==> src/rtl/esp32_prog_seq.sv <==
// rtl/esp32_prog_seq.sv - ESP32 programming front-end: DTR/RTS sync, deglitch, decode, auto-reset FSM
//
// Ports:
//   clk_25mhz    in   system clock
//   reset        in   asynchronous, active-high reset
//   ftdi_ndtr    in   raw DTR# from the FTDI (asynchronous)
//   ftdi_nrts    in   raw RTS# from the FTDI (asynchronous)
//   dtr_n_clean  out  synchronised, filtered DTR#
//   rts_n_clean  out  synchronised, filtered RTS#
//   esp_en       out  EN drive level (0 holds the ESP32 in reset)
//   esp_gpio0    out  IO0 drive level (0 selects download boot)
//   prog_start   out  one-cycle pulse on a valid boot-select
//   prog_active  out  high while a programming session is in progress
//   seq_state    out  FSM state (00 IDLE, 01 RST_HELD, 10 BOOT_SEL, 11 PROG)

module esp32_prog_seq #(
   parameter int C_filter_cycles   = 250,
   parameter int C_seq_timeout     = 22,
   parameter int C_release_timeout = 26
) (
   input  logic       clk_25mhz,
   input  logic       reset,
   input  logic       ftdi_ndtr,
   input  logic       ftdi_nrts,
   output logic       dtr_n_clean,
   output logic       rts_n_clean,
   output logic       esp_en,
   output logic       esp_gpio0,
   output logic       prog_start,
   output logic       prog_active,
   output logic [1:0] seq_state
);

   localparam int                 C_cnt_w   = $clog2(C_filter_cycles + 1);
   localparam logic [C_cnt_w-1:0] C_cnt_max = C_cnt_w'(C_filter_cycles);

   typedef enum logic [1:0] {
      S_IDLE     = 2'b00,
      S_RST_HELD = 2'b01,
      S_BOOT_SEL = 2'b10,
      S_PROG     = 2'b11
   } state_t;

   // Bit 1 carries DTR#, bit 0 carries RTS#, so clean_q is directly P.
   logic [1:0]                   sync1_q, sync1_d;
   logic [1:0]                   sync2_q, sync2_d;
   logic [1:0]                   clean_q, clean_d;
   logic [1:0][C_cnt_w-1:0]      cnt_q, cnt_d;
   logic                         en_q, en_d;
   logic                         gpio0_q, gpio0_d;
   state_t                       state_q, state_d;
   logic                         from_prog_q, from_prog_d;
   logic [C_seq_timeout-1:0]     seq_tmr_q, seq_tmr_d;
   logic [C_release_timeout-1:0] rel_tmr_q, rel_tmr_d;
   logic                         prog_start_q, prog_start_d;
   logic                         prog_active_q, prog_active_d;

   always_comb begin
      sync1_d = {ftdi_ndtr, ftdi_nrts};
      sync2_d = sync1_q;
      clean_d = clean_q;
      cnt_d   = '0;
      // The counter must sit at C_filter_cycles with the line still
      // different before the clean value flips; any matching cycle restarts it.
      for (int i = 0; i < 2; i++) begin
         if (sync2_q[i] != clean_q[i]) begin
            if (cnt_q[i] == C_cnt_max) begin
               clean_d[i] = ~clean_q[i];
            end else begin
               cnt_d[i] = cnt_q[i] + 1'b1;
            end
         end
      end
      en_d    = (clean_q != 2'b10);
      gpio0_d = (clean_q != 2'b01);
   end

   always_comb begin
      state_d      = state_q;
      from_prog_d  = from_prog_q;
      seq_tmr_d    = seq_tmr_q;
      rel_tmr_d    = rel_tmr_q;
      prog_start_d = 1'b0;
      case (state_q)
         S_IDLE: begin
            if (clean_q == 2'b10) begin
               state_d     = S_RST_HELD;
               seq_tmr_d   = '0;
               from_prog_d = 1'b0;
            end
         end
         S_RST_HELD: begin
            if (clean_q == 2'b01) begin
               state_d      = S_BOOT_SEL;
               prog_start_d = 1'b1;
            end else if (clean_q == 2'b11) begin
               state_d = S_IDLE;
            end else if (seq_tmr_q == '1) begin
               state_d = S_IDLE;
            end else begin
               seq_tmr_d = seq_tmr_q + 1'b1;
            end
         end
         S_BOOT_SEL: begin
            if (clean_q == 2'b11 || clean_q == 2'b00) begin
               state_d   = S_PROG;
               rel_tmr_d = '0;
            end else if (clean_q == 2'b10) begin
               state_d     = S_RST_HELD;
               from_prog_d = 1'b1;
               seq_tmr_d   = '0;
            end
         end
         S_PROG: begin
            // A re-sync reset wins over the release timeout.
            if (clean_q == 2'b10) begin
               state_d     = S_RST_HELD;
               from_prog_d = 1'b1;
               seq_tmr_d   = '0;
            end else if (rel_tmr_q == '1) begin
               state_d = S_IDLE;
            end else begin
               rel_tmr_d = rel_tmr_q + 1'b1;
            end
         end
         default: state_d = S_IDLE;
      endcase
      // Derived from the next state so prog_active lines up with seq_state.
      prog_active_d = (state_d == S_BOOT_SEL) || (state_d == S_PROG) ||
                      ((state_d == S_RST_HELD) && from_prog_d);
   end

   always_ff @(posedge clk_25mhz or posedge reset) begin
      if (reset) begin
         sync1_q       <= 2'b11;
         sync2_q       <= 2'b11;
         clean_q       <= 2'b11;
         cnt_q         <= '0;
         en_q          <= 1'b1;
         gpio0_q       <= 1'b1;
         state_q       <= S_IDLE;
         from_prog_q   <= 1'b0;
         seq_tmr_q     <= '0;
         rel_tmr_q     <= '0;
         prog_start_q  <= 1'b0;
         prog_active_q <= 1'b0;
      end else begin
         sync1_q       <= sync1_d;
         sync2_q       <= sync2_d;
         clean_q       <= clean_d;
         cnt_q         <= cnt_d;
         en_q          <= en_d;
         gpio0_q       <= gpio0_d;
         state_q       <= state_d;
         from_prog_q   <= from_prog_d;
         seq_tmr_q     <= seq_tmr_d;
         rel_tmr_q     <= rel_tmr_d;
         prog_start_q  <= prog_start_d;
         prog_active_q <= prog_active_d;
      end
   end

   assign dtr_n_clean = clean_q[1];
   assign rts_n_clean = clean_q[0];
   assign esp_en      = en_q;
   assign esp_gpio0   = gpio0_q;
   assign prog_start  = prog_start_q;
   assign prog_active = prog_active_q;
   assign seq_state   = state_q;

endmodule
==> config.mk <==
export PLATFORM = sky130hd
export DESIGN_NAME = esp32_prog_seq
export DESIGN_NICKNAME = d
export VERILOG_FILES = /design/src/rtl/esp32_prog_seq.sv
export SDC_FILE = /design/constraint.sdc
export NUM_CORES = 1
export LEC_CHECK = 0
export BUFFER_PORTS_ARGS = -buffer_cell sky130_fd_sc_hd__buf_4
export CAP_MARGIN = 20
export CELL_PAD_IN_SITES_DETAIL_PLACEMENT = 0
export CELL_PAD_IN_SITES_GLOBAL_PLACEMENT = 1
export CORE_MARGIN = 1
export CORE_UTILIZATION = 44
export DETAILED_ROUTE_END_ITERATION = 10
export PLACE_DENSITY = 0.84
export SLEW_MARGIN = 20
export SYNTH_ARGS = -nofsm -noshare
export SYNTH_HDL_FRONTEND = slang
export SYNTH_SLANG_ARGS = --single-unit
==> constraint.sdc <==
create_clock -name clk_25mhz -period 2.54 [get_ports clk_25mhz]
set_clock_uncertainty 0.05 [all_clocks]
set_input_delay 0.127 -clock clk_25mhz [delete_from_list [all_inputs] [get_ports clk_25mhz]]
set_output_delay 0.127 -clock clk_25mhz [all_outputs]
set_load 0.01 [all_outputs]
### Word level (Yosys, flattened, before mapping)

Cells that the tools add are included.

| storage, ports and cells | value |
|---|---|
| output and inout bits | 8 |
| input bits | 4 |
| flip-flop bits (word level) | 77 |
| logic and storage cells | 84 |

| operators by class | value |
|---|---|
| equal/unequal tests | 24 |
| reductions and logical operators | 12 |
| bitwise logic cells | 2 |
| multiplexer cells | 28 |
| add/subtract/negate cells | 4 |

Operators with widths:

| operator | count |
|---|---|
| $mux W22 | 5 |
| $mux W26 | 3 |
| $pmux W22 S3 | 1 |
| $pmux W26 S2 | 1 |
| $mux W8 | 4 |
| $add A26 B1 Y26 const B | 1 |
| $eq A26 B26 Y1 const B | 1 |
| $add A22 B1 Y22 const B | 1 |
| $eq A22 B22 Y1 const B | 1 |
| $add A8 B1 Y8 const B | 2 |
| $eq A8 B8 Y1 const B | 2 |
| $ne A2 B2 Y1 const B | 8 |
| $mux W2 | 7 |
| $eq A2 B2 Y1 const B | 6 |
| $pmux W2 S4 | 1 |
| $reduce_and A4 Y1 | 2 |
| $eq A2 B1 Y1 const B | 3 |
| $mux W1 | 5 |
| $logic_not A2 Y1 | 2 |
| $reduce_and A2 Y1 | 2 |
| $logic_or A1 B1 Y1 | 3 |
| $pmux W1 S3 | 1 |
| $ne A1 B1 Y1 | 2 |
| $ne A2 B1 Y1 const B | 1 |
| other kinds (4) | 5 |

### Logic depth before layout (Yosys ltp)

| depth | value |
|---|---|
| depth after elaboration | 8 |
| mapped depth | 9 |
| mapped depth without buffers | 7 |

### Least setup slack after synthesis

No wires, ideal clock.

| timing | value |
|---|---|
| path type | flip-flop to flip-flop |
| start | register clean_q[1] |
| end | register rel_tmr_q[0] |
| period minus slack after synthesis | 2.715 ns |
| stages on the path, launching flop included | 10 |
| data arrival time | 2.547 ns |
| data required time | 2.372 ns |
| path slack | -0.175 ns |
| buffers on the path | 2 |
| cell sequence | dfstp_2 -> inv_1 -> ha_1 -> and3b_1 -> buf_6 -> nor4_1 -> a31o_2 -> buf_2 -> nor3_1 -> a21o_1 |

| between the ends | value |
|---|---|
| longest elaborated chain between the ends | 4 |
| elaborated cells on any way between the ends | 7 |

Ends and longest elaborated chain:

| what | line | RTL |
|---|---|---|
| start: declaration | 47 | `logic [1:0] clean_q, clean_d;` |
| start signal: assignment | 150 | `clean_q <= clean_d;` |
| $eq A2 B2 Y1 / $logic_not A2 Y1 (equally long branches) | 105 | `if (clean_q == 2'b11 \|\| clean_q == 2'b00) begin` |
| $logic_or A1 B1 Y1 | 105 |  |
| $ne A2 B2 Y1 (no source line) | -- |  |
| $reduce_and A4 Y1 (no source line) * | -- |  |
| end signal: assignment | 157 | `rel_tmr_q <= rel_tmr_d;` |
| end: declaration | 54 | `logic [C_release_timeout-1:0] rel_tmr_q, rel_tmr_d;` |

Every way passes the cells marked *; elsewhere a longest branch is shown, timed or not.
A chain may end at the register's enable or synchronous reset.

### Worst setup path after layout

| timing | value |
|---|---|
| start | register clean_q[1] |
| end | register rel_tmr_q[19] |

The elaborated chain is that of the path after synthesis.

==> results_dict.tcl <==
set metrics [dict create \
    dieArea_um2 9520 \
    remaining_drc_errors 0 \
    routed_wirelength_um 8100 \
    syn_inst 419 \
    endpoint "rel_tmr_q[19]$_DFFE_PP0P_" \
    use_met1_pct 25.5 \
    critical_path_required_ns 2.71 \
    yosysTopAreaCell "dfrtp_1" \
    dp_hpwl_um 5640 \
    yosys_warnings 0 \
    cts-root-buf "clkbuf_8" \
    clk_pin_slew_ns 0.08 \
    port_buffers 11 \
    postSynth.asyncResetShare_pct 100 \
    area.growth.synth_to_final_pct 14.6 \
    crit_chain "inv_1 -> ha_1 -> buf_4 -> o2111ai_1 -> a2111oi_0 -> xnor2_1 -> nor2_1" \
    clk_path_buf_depth 2 \
    cp-startpoint "clean_q[1]$_DFFE_PP1P_" \
    slew_headroom_pct 50.4 \
    p_leak_uw 0.00191 \
    grt_pass1_wl_um 14300 \
    io_pins 12 \
    die_y_um 97.6 \
    synth_top_area_share_pct 43.0 \
    netlist_area_um2 4020 \
    pwr-share-seq_pct 53.2 \
    end_kind "flop" \
    irDropWorstVdd_v 0.000269 \
    grt_pass1_vias 3175 \
    p_sw_uw 503 \
    max_freq_mhz 413 \
    drtIter0Drc 180 \
    p_sw_share_pct 21.4 \
    layout-drive-gt1-share_pct 16.3 \
    synth-edff-count 0 \
    rr_startpoint "clean_q[1]$_DFFE_PP1P_" \
    core_um2 8760 \
    synth.avg_cell_area_um2 9.59 \
    regArea_um2 1940 \
    vias 3206 \
    synth.most_common_cell "dfrtp_1" \
    fin_crit_ns 2.42 \
    multi_input_area_um2 1990 \
    antenna_found_initial 0 \
    maxCapViolCount 0 \
    yosys-top-cells-area "dfrtp_1 43%, dfstp_2 5.2%, nor2_1 4.0%" \
    post_drt_wl_per_cell_um 14.4 \
    ys_ff_latch 77 \
    htreeDepth 3 \
    cts_tree "yes" \
    path_max_fanout 6 \
    rrSetupSlack_ns 0.12 \
    setup.worst_path.start_class "flop" \
    syn-num-nets 432 \
    status "finished clean" \
    clockPowerShare_pct 44.5 \
    crit_slowest_cell "a2111oi_0" \
    rows 34 \
    r2r-end "rel_tmr_q[19]$_DFFE_PP0P_" \
    diodes 0 \
    nFillCells 807 \
    gp_congestion 0.778 \
    hold_viol 0 \
    intPower_uw 1840 \
    busiest_layer "met2" \
    critPathKind "flop to flop" \
    final_nets 463 \
    met3_usage_pct 3.24 \
    slowest_delay_ns 0.71 \
    synth_ff_type "dfrtp_1" \
    antenna_left 0 \
    drv_slew 0 \
    clock_sinks 77 \
    fin_tns_setup_ns 0 \
    use_met2_pct 28.3 \
    finalCritPeriodShare_pct 95.4 \
    first_pass_iters 4 \
    fin_util_pct 52.5 \
    synthTopCellsByCount "69 x dfrtp_1, 43 x nor2_1, 30 x a21oi_1, 29 x nand2_1, 29 x nand3_1" \
    reg2reg_depth 7 \
    grt_max_degree 47 \
    comb_power_share_pct 2.2 \
    die_x_um 97.6 \
    power_density_nw_per_um2 509 \
    synth.distinct_cells 53 \
    yosysSeqAreaShare_pct 48.2 \
    arrival_ns 2.60 \
    insertion_delay_ns 0.34 \
    hold_class "flop to flop" \
    setup-violations-final 0 \
    start_util_pct 45.8 \
    grt_use_total_pct 18.4 \
    rsz0062_at_grt "no" \
    max_slew.worst_pin.slew_ns 0.725 \
    grt-ovfl-total 0 \
    cts_buffers 9 \
    avgViaCountPerCell 5.69 \
]
[metrics by stage]
stage	cells	power [uW]	setup WS [ns]	hold WS, ns	cell area (um2)
after floorplan	419	1310	0.0152	0.0815	4030
after global placement	544	1320	0.157	0.186	4330
after detailed placement	544	1330	0.0874	0.188	4330
after CTS	563	2380	0.0672	0.315	4590
after global routing	563	2450	0.00282	0.322	4600
final	563	2350	0.118	0.313	4600
[routing by layer]
layer	vias to the layer above	share of wire, %
met4	0	1.5
met2	44	46
met5	-	0
li1	1608	-
met3	10	2.9
met1	1544	49
[sequential cells by signal, indices dropped and copies added, names as in the netlist]
signal,count
prog_active,1
rel_tmr_q,26
prog_start,1
esp_gpio0,1
seq_state,2
cnt_q,16
sync1_q,2
seq_tmr_q,22
from_prog_q,1
clean_q,2
sync2_q,2
esp_en,1
[critical path, delay by kind of cell, from the launching register on]
kind | cells | cell delay, ns
xor+xnor | 1 | 0.19
simple gates | 1 | 0.06
fa+ha+maj | 1 | 0.31
flops | 1 | 0.54
buf+inv | 2 | 0.21
compound gates | 2 | 0.95
[worst min path at each step]
stage	start	to	slack (ns)	cells after the start
finish	sync1_q[1]$_DFF_PP1_	sync2_q[1]$_DFF_PP1_	0.31	0
global placement	ftdi_nrts	sync1_q[0]$_DFF_PP1_	0.19	1
CTS	sync1_q[1]$_DFF_PP1_	sync2_q[1]$_DFF_PP1_	0.32	0
floorplan	ftdi_nrts	sync1_q[0]$_DFF_PP1_	0.08	0
global route	sync1_q[1]$_DFF_PP1_	sync2_q[1]$_DFF_PP1_	0.32	0
detailed placement	ftdi_ndtr	sync1_q[1]$_DFF_PP1_	0.19	1
[power by group through the flow]
stage                     Sequential [uW]  Combinational, uW  Clock, uW
after global placement               1270               50.7          0
after detailed placement             1270               52.3          0
after global routing                 1250               62.7       1140
after CTS                            1250               55.8       1080
after floorplan                      1270               34.9          0
final                                1250               52.4       1040
[logic make-up after synthesis]
logic type	Yosys count	share of synthesized area [%]
buf+inv	26	3.11
flops	77	48.2
xor+xnor	28	6.10
fa+ha+maj	9	2.80
simple gates	185	24.6
mux	3	0.779
compound gates	91	14.4
[timing repair]
action,4_1_cts,5_1_grt
setup endpoints to repair,0,7
resized for setup,0,5
setup buffers,0,0
hold buffers,3,0
hold endpoints to repair,71,0
[cell type report]
cell class / count / area share (%)
clock buffer: 10 / 2.99
clock inverter: 6 / 2.04
inverter: 12 / 0.978
multi-input combinational: 316 / 43.3
sequential: 77 / 42.1
tap: 108 / 2.93
timing repair buffer: 34 / 5.71
[cells in the final DEF (no fill, tap or decap), types with 2 or more instances in the layout]
cell / synthesis / routed
dfrtp_1: 69 / 69
nor2_1: 43 / 43
buf_4: 0 / 31
a21oi_1: 30 / 30
nand2_1: 29 / 29
nand3_1: 29 / 28
o21ai_0: 22 / 22
nand4_1: 18 / 18
or3_1: 17 / 17
xnor2_1: 15 / 15
xor2_1: 13 / 13
inv_1: 12 / 11
or4_1: 11 / 10
clkbuf_8: 1 / 10
o31ai_1: 8 / 8
ha_1: 9 / 8
dfstp_2: 8 / 8
nor3_1: 8 / 7
and3_1: 5 / 5
a2111oi_0: 6 / 5
and4_1: 4 / 4
o2111ai_1: 4 / 4
o211ai_1: 4 / 4
a211oi_1: 4 / 4
nor4_1: 4 / 3
or2_2: 3 / 3
dlygate4sd3_1: 0 / 3
and3b_1: 2 / 2
or4_4: 1 / 2
a21o_1: 2 / 2
nand2b_1: 2 / 2
nor2b_1: 2 / 2
mux2i_1: 2 / 2
o41ai_1: 2 / 2
clkinv_4: 0 / 2
bufinv_16: 0 / 2
Note: power is estimated with default switching activity, not from simulation.
